File: src/rtl/dram_cmd_decoder.sv
// DDR4 command/address pin receiver: decodes each sampled command, tracks per-bank
// open state and tRCD/tRP/tRFC spacing, and flags protocol violations one cycle later.
module dram_cmd_decoder #(
    parameter int BANK_GROUP_BITS = 2,
    parameter int BANK_BITS       = 2,
    parameter int ADDR_BITS       = 14,
    parameter int COLUMN_BITS     = 10,
    parameter int T_RCD           = 16,
    parameter int T_RP            = 16,
    parameter int T_RFC           = 350
) (
    input  logic                                           CLK,
    input  logic                                           RST,
    input  logic                                           RESET_n,
    input  logic                                           CKE,
    input  logic                                           CS_n,
    input  logic                                           ACT_n,
    input  logic                                           RAS_n_A16,
    input  logic                                           CAS_n_A15,
    input  logic                                           WE_n_A14,
    input  logic [BANK_GROUP_BITS-1:0]                     BG,
    input  logic [BANK_BITS-1:0]                           BA,
    input  logic [ADDR_BITS-1:0]                           ADDR,
    output logic                                           cmd_valid,
    output logic [3:0]                                     cmd,
    output logic [BANK_GROUP_BITS-1:0]                     cmd_bg,
    output logic [BANK_BITS-1:0]                           cmd_ba,
    output logic [ADDR_BITS+2:0]                           cmd_row,
    output logic [COLUMN_BITS-1:0]                         cmd_col,
    output logic                                           cmd_ap,
    output logic [(1<<(BANK_GROUP_BITS+BANK_BITS))-1:0]    bank_open,
    output logic                                           err_valid,
    output logic [2:0]                                     err_code
);
    localparam int NUM_BANKS = 1 << (BANK_GROUP_BITS + BANK_BITS);
    localparam int IDX_W     = BANK_GROUP_BITS + BANK_BITS;
    localparam int ROW_BITS  = ADDR_BITS + 3;
    localparam int BT_MAX    = (T_RCD > T_RP) ? T_RCD : T_RP;
    localparam int BT_W      = (BT_MAX > 1) ? $clog2(BT_MAX) : 1;
    localparam int RF_W      = (T_RFC > 1) ? $clog2(T_RFC) : 1;
    localparam logic [BT_W-1:0] RCD_LOAD = BT_W'(T_RCD - 1);
    localparam logic [BT_W-1:0] RP_LOAD  = BT_W'(T_RP - 1);
    localparam logic [RF_W-1:0] RFC_LOAD = RF_W'(T_RFC - 1);

    typedef enum logic [3:0] {
        CMD_NOP = 4'd0, CMD_ACT = 4'd1, CMD_RD  = 4'd2, CMD_WR  = 4'd3, CMD_PRE = 4'd4,
        CMD_PREA = 4'd5, CMD_REF = 4'd6, CMD_MRS = 4'd7, CMD_ZQC = 4'd8, CMD_RFU = 4'd9
    } cmd_e;

    typedef enum logic [2:0] {
        ERR_NONE = 3'd0, ERR_ACT_OPEN = 3'd1, ERR_CLOSED = 3'd2, ERR_TRCD = 3'd3,
        ERR_TRP = 3'd4, ERR_TRFC = 3'd5, ERR_REF_OPEN = 3'd6, ERR_RFU = 3'd7
    } err_e;

    logic [IDX_W-1:0]     bank_idx;
    cmd_e                 dec_cmd;
    err_e                 err_d,       err_q;
    logic [NUM_BANKS-1:0] open_d,      open_q;
    logic [NUM_BANKS-1:0] rp_tag_d,    rp_tag_q;   // 1: timer counts tRP, 0: tRCD
    logic [BT_W-1:0]      timer_d [NUM_BANKS];
    logic [BT_W-1:0]      timer_q [NUM_BANKS];
    logic [RF_W-1:0]      ref_timer_d, ref_timer_q;
    cmd_e                 cmd_q;
    logic [IDX_W-1:0]     tgt_q;
    logic [ROW_BITS-1:0]  row_d,       row_q;
    logic [COLUMN_BITS-1:0] col_d,     col_q;
    logic                 ap_d,        ap_q;
    logic                 is_rdwr;

    assign bank_idx = {BG, BA};
    assign is_rdwr  = (dec_cmd == CMD_RD) || (dec_cmd == CMD_WR);

    always_comb begin
        dec_cmd = CMD_NOP;
        if (RESET_n && CKE && !CS_n) begin
            if (!ACT_n) begin
                dec_cmd = CMD_ACT;
            end else begin
                case ({RAS_n_A16, CAS_n_A15, WE_n_A14})
                    3'b000:  dec_cmd = CMD_MRS;
                    3'b001:  dec_cmd = CMD_REF;
                    3'b010:  dec_cmd = ADDR[10] ? CMD_PREA : CMD_PRE;
                    3'b011:  dec_cmd = CMD_RFU;
                    3'b100:  dec_cmd = CMD_WR;
                    3'b101:  dec_cmd = CMD_RD;
                    3'b110:  dec_cmd = CMD_ZQC;
                    default: dec_cmd = CMD_NOP;
                endcase
            end
        end
    end

    always_comb begin
        // NOTE: every variable gets a default before any branch so no latch can be inferred.
        err_d       = ERR_NONE;
        open_d      = open_q;
        rp_tag_d    = rp_tag_q;
        ref_timer_d = (ref_timer_q == '0) ? '0 : ref_timer_q - 1'b1;
        for (int i = 0; i < NUM_BANKS; i++) begin
            timer_d[i] = (timer_q[i] == '0) ? '0 : timer_q[i] - 1'b1;
        end

        case (dec_cmd)
            CMD_ACT: begin
                if (open_q[bank_idx]) begin
                    err_d = ERR_ACT_OPEN;
                end else begin
                    if (rp_tag_q[bank_idx] && timer_q[bank_idx] != '0) err_d = ERR_TRP;
                    else if (ref_timer_q != '0)                       err_d = ERR_TRFC;
                    open_d[bank_idx]   = 1'b1;
                    rp_tag_d[bank_idx] = 1'b0;
                    timer_d[bank_idx]  = RCD_LOAD;
                end
            end
            CMD_RD, CMD_WR: begin
                if (!open_q[bank_idx]) begin
                    err_d = ERR_CLOSED;
                end else begin
                    if (!rp_tag_q[bank_idx] && timer_q[bank_idx] != '0) err_d = ERR_TRCD;
                    if (ADDR[10]) begin
                        open_d[bank_idx]   = 1'b0;
                        rp_tag_d[bank_idx] = 1'b1;
                        timer_d[bank_idx]  = RP_LOAD;
                    end
                end
            end
            CMD_PRE: begin
                if (open_q[bank_idx]) begin
                    open_d[bank_idx]   = 1'b0;
                    rp_tag_d[bank_idx] = 1'b1;
                    timer_d[bank_idx]  = RP_LOAD;
                end
            end
            CMD_PREA: begin
                for (int i = 0; i < NUM_BANKS; i++) begin
                    if (open_q[i]) begin
                        open_d[i]   = 1'b0;
                        rp_tag_d[i] = 1'b1;
                        timer_d[i]  = RP_LOAD;
                    end
                end
            end
            CMD_REF: begin
                if (ref_timer_q != '0) err_d = ERR_TRFC;
                else if (|open_q)      err_d = ERR_REF_OPEN;
                ref_timer_d = RFC_LOAD;
            end
            CMD_RFU: err_d = ERR_RFU;
            default: ;
        endcase

        if (!RESET_n) begin
            open_d      = '0;
            rp_tag_d    = '0;
            ref_timer_d = '0;
            for (int i = 0; i < NUM_BANKS; i++) timer_d[i] = '0;
        end
    end

    assign row_d = (dec_cmd == CMD_ACT) ? {RAS_n_A16, CAS_n_A15, WE_n_A14, ADDR} : '0;
    assign col_d = is_rdwr ? ADDR[COLUMN_BITS-1:0] : '0;
    assign ap_d  = is_rdwr && ADDR[10];

    always_ff @(posedge CLK or posedge RST) begin
        if (RST) begin
            open_q      <= '0;
            rp_tag_q    <= '0;
            ref_timer_q <= '0;
            // NOTE: the timer array is reset too; every bank must come up with its timer expired.
            for (int i = 0; i < NUM_BANKS; i++) timer_q[i] <= '0;
            cmd_q       <= CMD_NOP;
            err_q       <= ERR_NONE;
            tgt_q       <= '0;
            row_q       <= '0;
            col_q       <= '0;
            ap_q        <= 1'b0;
        end else begin
            // NOTE: non-blocking assignments so every register sees pre-edge values.
            open_q      <= open_d;
            rp_tag_q    <= rp_tag_d;
            ref_timer_q <= ref_timer_d;
            for (int i = 0; i < NUM_BANKS; i++) timer_q[i] <= timer_d[i];
            cmd_q       <= dec_cmd;
            err_q       <= err_d;
            tgt_q       <= (dec_cmd != CMD_NOP) ? bank_idx : '0;
            row_q       <= row_d;
            col_q       <= col_d;
            ap_q        <= ap_d;
        end
    end

    assign cmd_valid = (cmd_q != CMD_NOP);
    assign cmd       = cmd_q;
    assign cmd_bg    = tgt_q[IDX_W-1:BANK_BITS];
    assign cmd_ba    = tgt_q[BANK_BITS-1:0];
    assign cmd_row   = row_q;
    assign cmd_col   = col_q;
    assign cmd_ap    = ap_q;
    assign bank_open = open_q;
    assign err_valid = (err_q != ERR_NONE);
    assign err_code  = err_q;
endmodule

File: config.mk
export PLATFORM = sky130hd
export DESIGN_NAME = dram_cmd_decoder
export DESIGN_NICKNAME = d
export VERILOG_FILES = /design/src/rtl/dram_cmd_decoder.sv
export SDC_FILE = /design/constraint.sdc
export NUM_CORES = 1
export LEC_CHECK = 0
export BUFFER_PORTS_ARGS = -buffer_cell sky130_fd_sc_hd__buf_2
export CAP_MARGIN = 20
export CORE_MARGIN = 1
export CORE_UTILIZATION = 33
export CTS_CLUSTER_SIZE = 28
export DETAILED_ROUTE_END_ITERATION = 10
export PLACE_DENSITY_LB_ADDON = 0.3
export SYNTH_ARGS = -nofsm -noshare
export SYNTH_HDL_FRONTEND = slang
export SYNTH_SLANG_ARGS = --single-unit
File: constraint.sdc
create_clock -name CLK -period 4.7 [get_ports CLK]
set_clock_uncertainty 0.1 [all_clocks]
set_input_delay 0.235 -clock CLK [delete_from_list [all_inputs] [get_ports CLK]]
set_output_delay 0.235 -clock CLK [all_outputs]
set_load 0.1 [all_outputs]
==> out/metrics.csv, run 1 <==
metric,value,unit
width of the die,176,um
post-synthesis sequential area ratio,35.9,%
WL final,34900,um
switch share,43.7,%
ANT nets after route,0,
Post-synth EDFFs,0,
final hold violation count,0,
Yosys warnings,0,
max-slew violations,0,
Layout area overhead,14.9,%
# DRC,0,
num rows,63,
"Buf+Inv Stages, Crit Path",0,
"area leader, netlist",dfrtp_1,
number of I/O pins,84,
Pleak,5.02,nW
Synth Register Bits,144,
share of cells above drive strength 1,14.1,%
Avg WL per Cell,20.5,um
min Tclk post-route,3.20,ns
average size of a mapped cell,8.06,um2
post-synth top area share,35.9,%
CP max-delay cell,mux4_2,
post-layout util,38.6,%
Post-Syn Instances,1244,
combinational share of power,45.5,%
WL met2,15300,um
crit path DAT,3.48,ns
first-pass GRT wire length,54900,um
PwrDens,498,mW/mm2
initial antenna violation count,0,
CTS resizes,0,
RSZ-0062 raised after global routing,no,
critical path class,reg2reg,
"Async S/R FF share, synth",100,%
TritonCTS buffer count,17,
Hold WC Path Type,in2reg,
"Top FF cell, synth",dfrtp_1,
Yosys cell types,71,
IO Port Bufs,83,
Peak VDD IR,0.000228,V
Max clock buf depth,2,
CP Cell Sequence,mux4_2 > mux2i_1 > mux2_1 > mux2i_2 > or2_1 > o221a_2,
DR top layer,met4,
Synth Net Count,1303,
Setup crit end kind,register,
RePlAce Congestion,0.896,
root buf cell,clkbuf_16,
clock share of power,23.5,%
# diodes,0,
Vias/cell,6.02,
post-route cell area,0.0115,mm2
Inst Count DP,1652,
"commonest non-fill, non-tap cell in the layout",o21ai_0,
initial core utilization,33.6,%
Detail Route met3 WL,3160,um
Post-DP Area,0.0108,mm2
Worst-path clk slew,0.07,ns
register share of total power,31.0,%
H-tree levels,4,
run status,"complete, no violations",
largest net degree at the start of global routing,87,
synthesized area,0.0100,mm2
met1 WL,15600,um
Max Fclk,312,MHz
DR iter-0 viols,1055,
Non-Filler Instances,1699,
Max Cap Viol,0,
Die ar.,0.0311,mm2
endpoints failing setup,0,
dominant cells by area after synthesis,"dfrtp_1, o21ai_0, nor2_1",
Int Pwr,3.23,mW
crit start category,register,
Clock Latency Late Sink,0.44,ns
"Req. time, crit path",4.97,ns
total power,5.74,mW
Max stage delay on crit path,0.68,ns
setup TNS,0,ns
CTS tree,done,
CORE AREA,0.0298,mm2
Tcrit/Tclk final,68.1,%
hpwl dp,23600,um
relative slew slack,29.9,%
Slew @ Worst Pin,1.04,ns
Final nets,1355,
die height,176,um
GR Overflow Total,0,
"commonest cells after routing, fill and taps aside","o21ai_0, dfrtp_1, nor2_1, nand2_1, a21oi_1",
TritonCTS Sinks,144,
total vias in the final route,10200,
vias in the first global route,9570,
all-layer global routing usage,22.7,%
Worst Path Max Fanout,16,
DRT Pass-1 Iters,7,
CP top delay family,multiplexers,
Layout fillers,3085,
Net Sw Power,2.51,mW
==> power groups by stage <==
| stage | clock [mW] | combinational (mW) | sequential (mW) |
|---|---|---|---|
| after global placement | 0 | 2.48 | 1.79 |
| final | 1.35 | 2.61 | 1.78 |
| after detailed placement | 0 | 2.56 | 1.80 |
| after global routing | 1.41 | 2.97 | 1.82 |
| after floorplan | 0 | 2.00 | 1.78 |
| after CTS | 1.36 | 2.58 | 1.77 |
==> registers in the layout, summed over array words and instances, names as in the netlist <==
register and cells:
tgt_q 4, cmd_ap 1, cmd_row 17, err_code 3, bank_open 16, rp_tag_q 16, ref_timer_q 9, cmd 4
cmd_col 10, timer_q 64
==> logic make-up after synthesis <==
group                    synth area share, %
XOR/XNOR                               0.612
AO/OA/AOI/OAI                           28.1
buffers and inverters                   5.82
flip-flops                              35.9
multiplexers                            6.05
AND/OR/NAND/NOR                         19.5
adder cells (fa/ha/maj)                 3.99
==> stage by stage <==
stage          hold WS [ns]  worst slack (ns)
5_1_grt              0.0376              1.38
4_1_cts             0.00415              1.57
6_report            0.00936              1.50
3_3_place_gp          0.185              1.42
2_1_floorplan         0.288             0.499
3_5_place_dp          0.189              1.33
==> cell usage after synthesis, drive strengths merged, types with 10 or more instances <==
master  number
inv         59
a41oi       17
o21a        10
o22ai       25
a31oi       34
nand2b      24
dfrtp      144
nor3        38
mux2        11
o21ai      191
a21oi       89
clkbuf      75
and3        29
a221oi      12
nand2      100
mux4        12
nor2b       10
nand3       13
mux2i       20
a22oi       14
nor4        11
ha          32
o221a       19
buf         14
nor2       137
==> metal layers <==
metal	vias up	GRT usage, %
met5	-	0
met2	538	34.8
met1	4958	32.1
met4	0	7.75
li1	4660	-
met3	71	4.07
==> final timing paths <==
path / cells past startpoint / end / startpoint / slack (ns)
max in group asynchronous: 4 / timer_q[42]$_DFF_PP0_ / RST / 3.02
setup / recovery: 6 / rp_tag_q[4]$_DFFE_PP0P_ / bank_open[1]$_DFFE_PP0P_ / 1.50
min in group asynchronous: 3 / tgt_q[2]$_DFF_PP0_ / RST / 0.25
setup reg to reg: 6 / rp_tag_q[4]$_DFFE_PP0P_ / bank_open[1]$_DFFE_PP0P_ / 1.50
hold reg to reg: 2 / ref_timer_q[8]$_DFF_PP0_ / ref_timer_q[8]$_DFF_PP0_ / 0.46
hold / removal: 2 / cmd[1]$_DFF_PP0_ / CAS_n_A15 / 0.009
==> area by class of cell <==
| cell class | instances | area, um2 | area share [%] |
|---|---|---|---|
| clock inverters | 15 | 135 | 1.17 |
| flip-flops and latches | 144 | 3600 | 31.3 |
| repair buffers | 122 | 743 | 6.45 |
| multi-input cells | 950 | 5890 | 51.1 |
| clock buffers | 17 | 425 | 3.69 |
| well taps | 390 | 488 | 4.24 |
| inverters | 61 | 234 | 2.03 |
==> what timing repair did <==
action | 4_1_cts | 5_1_grt
hold endpoints to repair | 65 | 0
hold buffers | 14 | 0
setup endpoints to repair | 0 | 0
buffers inserted | 0 | 0
(Power assumes the default switching activity.)
==> run 2: changes to the inputs <==
==> constraint.sdc (replaced) <==
create_clock -name CLK -period 3.2 [get_ports CLK]
set_clock_uncertainty 0.1 [all_clocks]
set_input_delay 0.16 -clock CLK [delete_from_list [all_inputs] [get_ports CLK]]
set_output_delay 0.16 -clock CLK [all_outputs]
set_load 0.1 [all_outputs]
==> run 2 against run 1 <==
Against the previous run: core utilization grew 1.1 points; routed wire length grew 1.9%; fmax grew 5.8%; first-iteration DRC count shrank 0.95%; largest power group unchanged; final cell count grew 2.1%; sequential power grew 47%.
==> out/metrics.csv, run 2 (same netlist as run 1, synthesis figures left out) <==
metric,value,unit
Clock Latency Late Sink,0.44,ns
Hold WS,0.0210,ns
Tcrit/Tclk final,94.6,%
Pleak,5.21,nW
CTS resizes,0,
vias in the first global route,9844,
Peak VDD IR,0.000363,V
Slew @ Worst Pin,0.958,ns
max reg flops,64,
GR Overflow Total,0,
Non-Filler Instances,1735,
Max clock buf depth,2,
Inst Count DP,1686,
number of I/O pins,84,
"commonest non-fill, non-tap cell in the layout",o21ai_0,
hpwl dp,24100,um
initial core utilization,33.6,%
run status,"complete, no violations",
CTS tree,done,
"commonest cells after routing, fill and taps aside","o21ai_0, dfrtp_1, nor2_1, nand2_1, a21oi_1",
TritonCTS buffer count,17,
max-slew violations,0,
width of the die,176,um
total vias in the final route,10300,
total power,8.47,mW
CP max-delay cell,nor2_1,
Final nets,1391,
Avg WL per Cell,20.5,um
die height,176,um
crit start category,register,
Max stage delay on crit path,0.53,ns
min Tclk post-route,3.03,ns
endpoints failing setup,0,
critical path class,reg2reg,
Hold WC Path Type,in2reg,
post-layout util,39.7,%
DR iter-0 viols,1045,
share of cells above drive strength 1,16.1,%
Max Cap Viol,0,
crit path DAT,3.23,ns
final hold violation count,0,
DRT Pass-1 Iters,7,
all-layer global routing usage,23.1,%
Worst Path Max Fanout,10,
CP Cell Sequence,mux4_2 > mux2i_4 > mux2_1 > buf_4 > nor2_1 > buf_4 > nand3_1 > a221oi_1,
ANT nets after route,0,
initial antenna violation count,0,
Die ar.,0.0311,mm2
largest net degree at the start of global routing,145,
IO Port Bufs,83,
setup TNS,0,ns
WL final,35600,um
met1 WL,15700,um
CP most frequent cell,buf_4,
root buf cell,clkbuf_16,
PwrDens,715,mW/mm2
Worst-path clk slew,0.07,ns
Layout area overhead,18.1,%
first-pass GRT wire length,55600,um
"Req. time, crit path",3.41,ns
DR top layer,met4,
WL met2,15700,um
Vias/cell,5.91,
# DRC,0,
num rows,63,
Reg with most FFs,timer_q,
relative slew slack,36.1,%
H-tree levels,4,
Max Fclk,330,MHz
# diodes,0,
CORE AREA,0.0298,mm2
TritonCTS Sinks,144,
RePlAce Congestion,0.941,
Setup crit end kind,register,
RSZ-0062 raised after global routing,no,
Detail Route met3 WL,3310,um
[run 2: worst max-delay path: cells and delay by family (launching register included)]
kind                   cells  cell delay (ns)
multiplexers               3             0.88
AND/OR/NAND/NOR            2             0.60
flip-flops                 1             0.51
buffers and inverters      2             0.46
AO/OA/AOI/OAI              1             0.36
[run 2: layout make-up]
class | instances | area (um2)
Fill cell | 3009 | 18000
Multi-Input combinational cell | 950 | 5890
Sequential cell | 144 | 3600
Timing Repair Buffer | 158 | 1060
Tap cell | 390 | 488
Clock buffer | 19 | 433
Inverter | 61 | 233
Clock inverter | 13 | 138
[run 2: power breakdown]
group          leakage [nW]  switching [mW]  internal (mW)
logic                  2.99            2.37           1.46
registers              1.95           0.384           2.23
clock network         0.274           0.870           1.15
total                  5.21            3.63           4.84
[run 2: per-stage QoR]
step                      worst slack [ns]  cell area (um2)
after global placement               0.436            11100
after detailed placement             0.356            11100
after floorplan                     0.0839            10000
final                                0.172            11800
after CTS                            0.327            11800
after global routing                 0.166            11800
[run 2: timing repair]
| action | CTS | global route |
|---|---|---|
| endpoints found under the hold margin | 171 | 0 |
| hold buffers | 17 | 0 |
| buffers inserted | 0 | 0 |
[run 2: path summary, 6_finish.rpt]
path,startpoint,to,slack (ns),cells after the start
min,ACT_n,cmd[0]$_DFF_PP0_,0.02,2
min in group asynchronous,RST,cmd_row[13]$_DFF_PP0_,0.35,4
min reg2reg,ref_timer_q[8]$_DFF_PP0_,ref_timer_q[8]$_DFF_PP0_,0.43,2
max in group asynchronous,RST,timer_q[42]$_DFF_PP0_,1.88,4
max reg2reg,bank_open[6]$_DFFE_PP0P_,timer_q[47]$_DFF_PP0_,0.17,8
max,bank_open[6]$_DFFE_PP0P_,timer_q[47]$_DFF_PP0_,0.17,8
[run 2: routing by layer]
metal | global-route usage (%) | vias to the layer above
met3 | 5.47 | 61
met1 | 31.7 | 4973
met2 | 35.0 | 485
li1 | - | 4734
met5 | 0 | -
met4 | 8.48 | 0
==> run 3: changes to the inputs <==
--- a/config.mk
+++ b/config.mk
@@ -11,7 +11,6 @@
 export CORE_UTILIZATION = 33
 export CTS_CLUSTER_SIZE = 28
 export DETAILED_ROUTE_END_ITERATION = 10
-export PLACE_DENSITY_LB_ADDON = 0.3
 export SYNTH_ARGS = -nofsm -noshare
 export SYNTH_HDL_FRONTEND = slang
 export SYNTH_SLANG_ARGS = --single-unit
==> run 3 against run 2 <==
Against the previous run: routed wire length is 1.5% lower; critical endpoint is now rp_tag_q[10]$_DFFE_PP0P_; worst hold slack better by 0.10 ns; register-to-register slack better by 0.19 ns; via count is 0.66% higher; design area is 0.15% higher; largest cell class unchanged; critical path depth is 2 lower.
==> out/metrics.csv, run 3 (same netlist as run 1, synthesis figures left out) <==
metric,value,unit
run status,"complete, no violations",
TritonCTS buffer count,17,
CORE AREA,0.0298,mm2
# diodes,0,
Layout area overhead,18.3,%
min Tclk post-route,2.84,ns
CTS tree,done,
number of I/O pins,84,
setup TNS,0,ns
FF+latch area,0.00360,mm2
Max Cap Viol,0,
RSZ-0062 raised after global routing,no,
total vias in the final route,10300,
Inst Count DP,1691,
WL final,35000,um
"commonest non-fill, non-tap cell in the layout",o21ai_0,
Avg WL per Cell,20.1,um
first-pass GRT wire length,54800,um
Non-Filler Instances,1741,
TritonCTS Sinks,144,
width of the die,176,um
Slew @ Worst Pin,1.03,ns
GR Overflow Total,0,
multi-input logic area,0.00588,mm2
max reg flops,64,
# DRC,0,
Pleak,5.22,nW
endpoints failing setup,0,
largest net degree at the start of global routing,145,
"commonest cells after routing, fill and taps aside","o21ai_0, dfrtp_1, nor2_1, nand2_1, a21oi_1",
relative slew slack,31.1,%
Hold WC Path Type,in2reg,
final hold violation count,0,
reg-to-reg critical path startpoint,bank_open[6]$_DFFE_PP0P_,
critical path class,reg2reg,
IO Port Bufs,83,
Worst Setup EP,rp_tag_q[10]$_DFFE_PP0P_,
"Req. time, crit path",3.47,ns
share of cells above drive strength 1,16.4,%
H-tree levels,4,
Worst Path Max Fanout,16,
crit start category,register,
Tcrit/Tclk final,88.8,%
PwrDens,707,mW/mm2
Max Fclk,352,MHz
crit path DAT,3.11,ns
Clock Latency Late Sink,0.44,ns
Layout fillers,3059,
initial antenna violation count,0,
Max clock buf depth,2,
all-layer global routing usage,22.6,%
post-layout util,39.8,%
RePlAce Congestion,0.877,
DRT Pass-1 Iters,5,
CTS resizes,0,
Die ar.,0.0311,mm2
Worst-path clk slew,0.07,ns
R2R depth,6,
worst flop-to-flop path endpoint,rp_tag_q[10]$_DFFE_PP0P_,
ANT nets after route,0,
Setup crit end kind,register,
hpwl dp,23900,um
Final nets,1397,
Vias/cell,5.93,
max-slew violations,0,
num rows,63,
DR iter-0 viols,1067,
Peak VDD IR,0.000372,V
die height,176,um
Crit. Startpoint,bank_open[6]$_DFFE_PP0P_,
vias in the first global route,9759,
root buf cell,clkbuf_16,
Reg with most FFs,timer_q,
Hold WS,0.125,ns
FF-to-FF setup slack,0.36,ns
initial core utilization,33.6,%
run 3: cell types whose count changed in the layout (fill, tap and decap cells not counted), moves of 3 or more:
cell,previous run,this run
inv_6,2,6
buf_4,55,60
clkinv_2,4,0
clkinvlp_4,4,7
run 3: final cells by class:
cell class / count / area share [%]
Timing Repair Buffer: 164 / 9.33
Multi-Input combinational cell: 950 / 49.6
Sequential cell: 144 / 30.4
Clock buffer: 18 / 3.62
Inverter: 61 / 1.96
Tap cell: 390 / 4.12
Clock inverter: 14 / 1.01
run 3: how the worst min path moves through the flow:
stage              from                     to  slack (ns)  depth (start not counted)
6_report            CKE       cmd[0]$_DFF_PP0_        0.13                          4
2_1_floorplan   ADDR[0]   cmd_col[0]$_DFF_PP0_        0.21                          1
3_5_place_dp   ADDR[12]  cmd_row[12]$_DFF_PP0_        0.31                          2
5_1_grt             CKE       cmd[0]$_DFF_PP0_        0.15                          4
3_3_place_gp   ADDR[12]  cmd_row[12]$_DFF_PP0_        0.31                          2
4_1_cts             CKE       cmd[0]$_DFF_PP0_        0.12                          4
run 3: through the flow:
step | setup slack, ns | instance area (um2) | power (mW)
2_1_floorplan | 0.0839 | 10000 | 5.54
3_3_place_gp | 0.383 | 11100 | 6.26
3_5_place_dp | 0.326 | 11100 | 6.39
4_1_cts | 0.381 | 11900 | 8.35
5_1_grt | 0.220 | 11900 | 9.07
6_report | 0.360 | 11900 | 8.38
run 3: worst max-delay path, cell delays in order (launching register included):
cell and delay [ns]:
dfrtp_1 0.48, mux4_2 0.58, mux2i_4 0.25, mux2_1 0.22, mux2i_2 0.31, or2_1 0.55
o221a_1 0.29
run 3: layer usage:
layer / wire, um / vias up / GRT usage (%)
met5: 0 / - / 0
met4: 874 / 0 / 7.90
met3: 3300 / 75 / 4.46
met2: 15700 / 537 / 35.3
met1: 15200 / 4972 / 31.1
li1: - / 4737 / -
run 3: power by group:
part	internal [mW]	switching, mW
Clock	1.02	0.917
Combinational	1.47	2.37
Sequential	2.23	0.387
Total	4.71	3.67
run 3: timing repair:
item	4_1_cts	5_1_grt
hold endpoints to repair	173	0
setup buffers	0	0
hold buffers	18	0
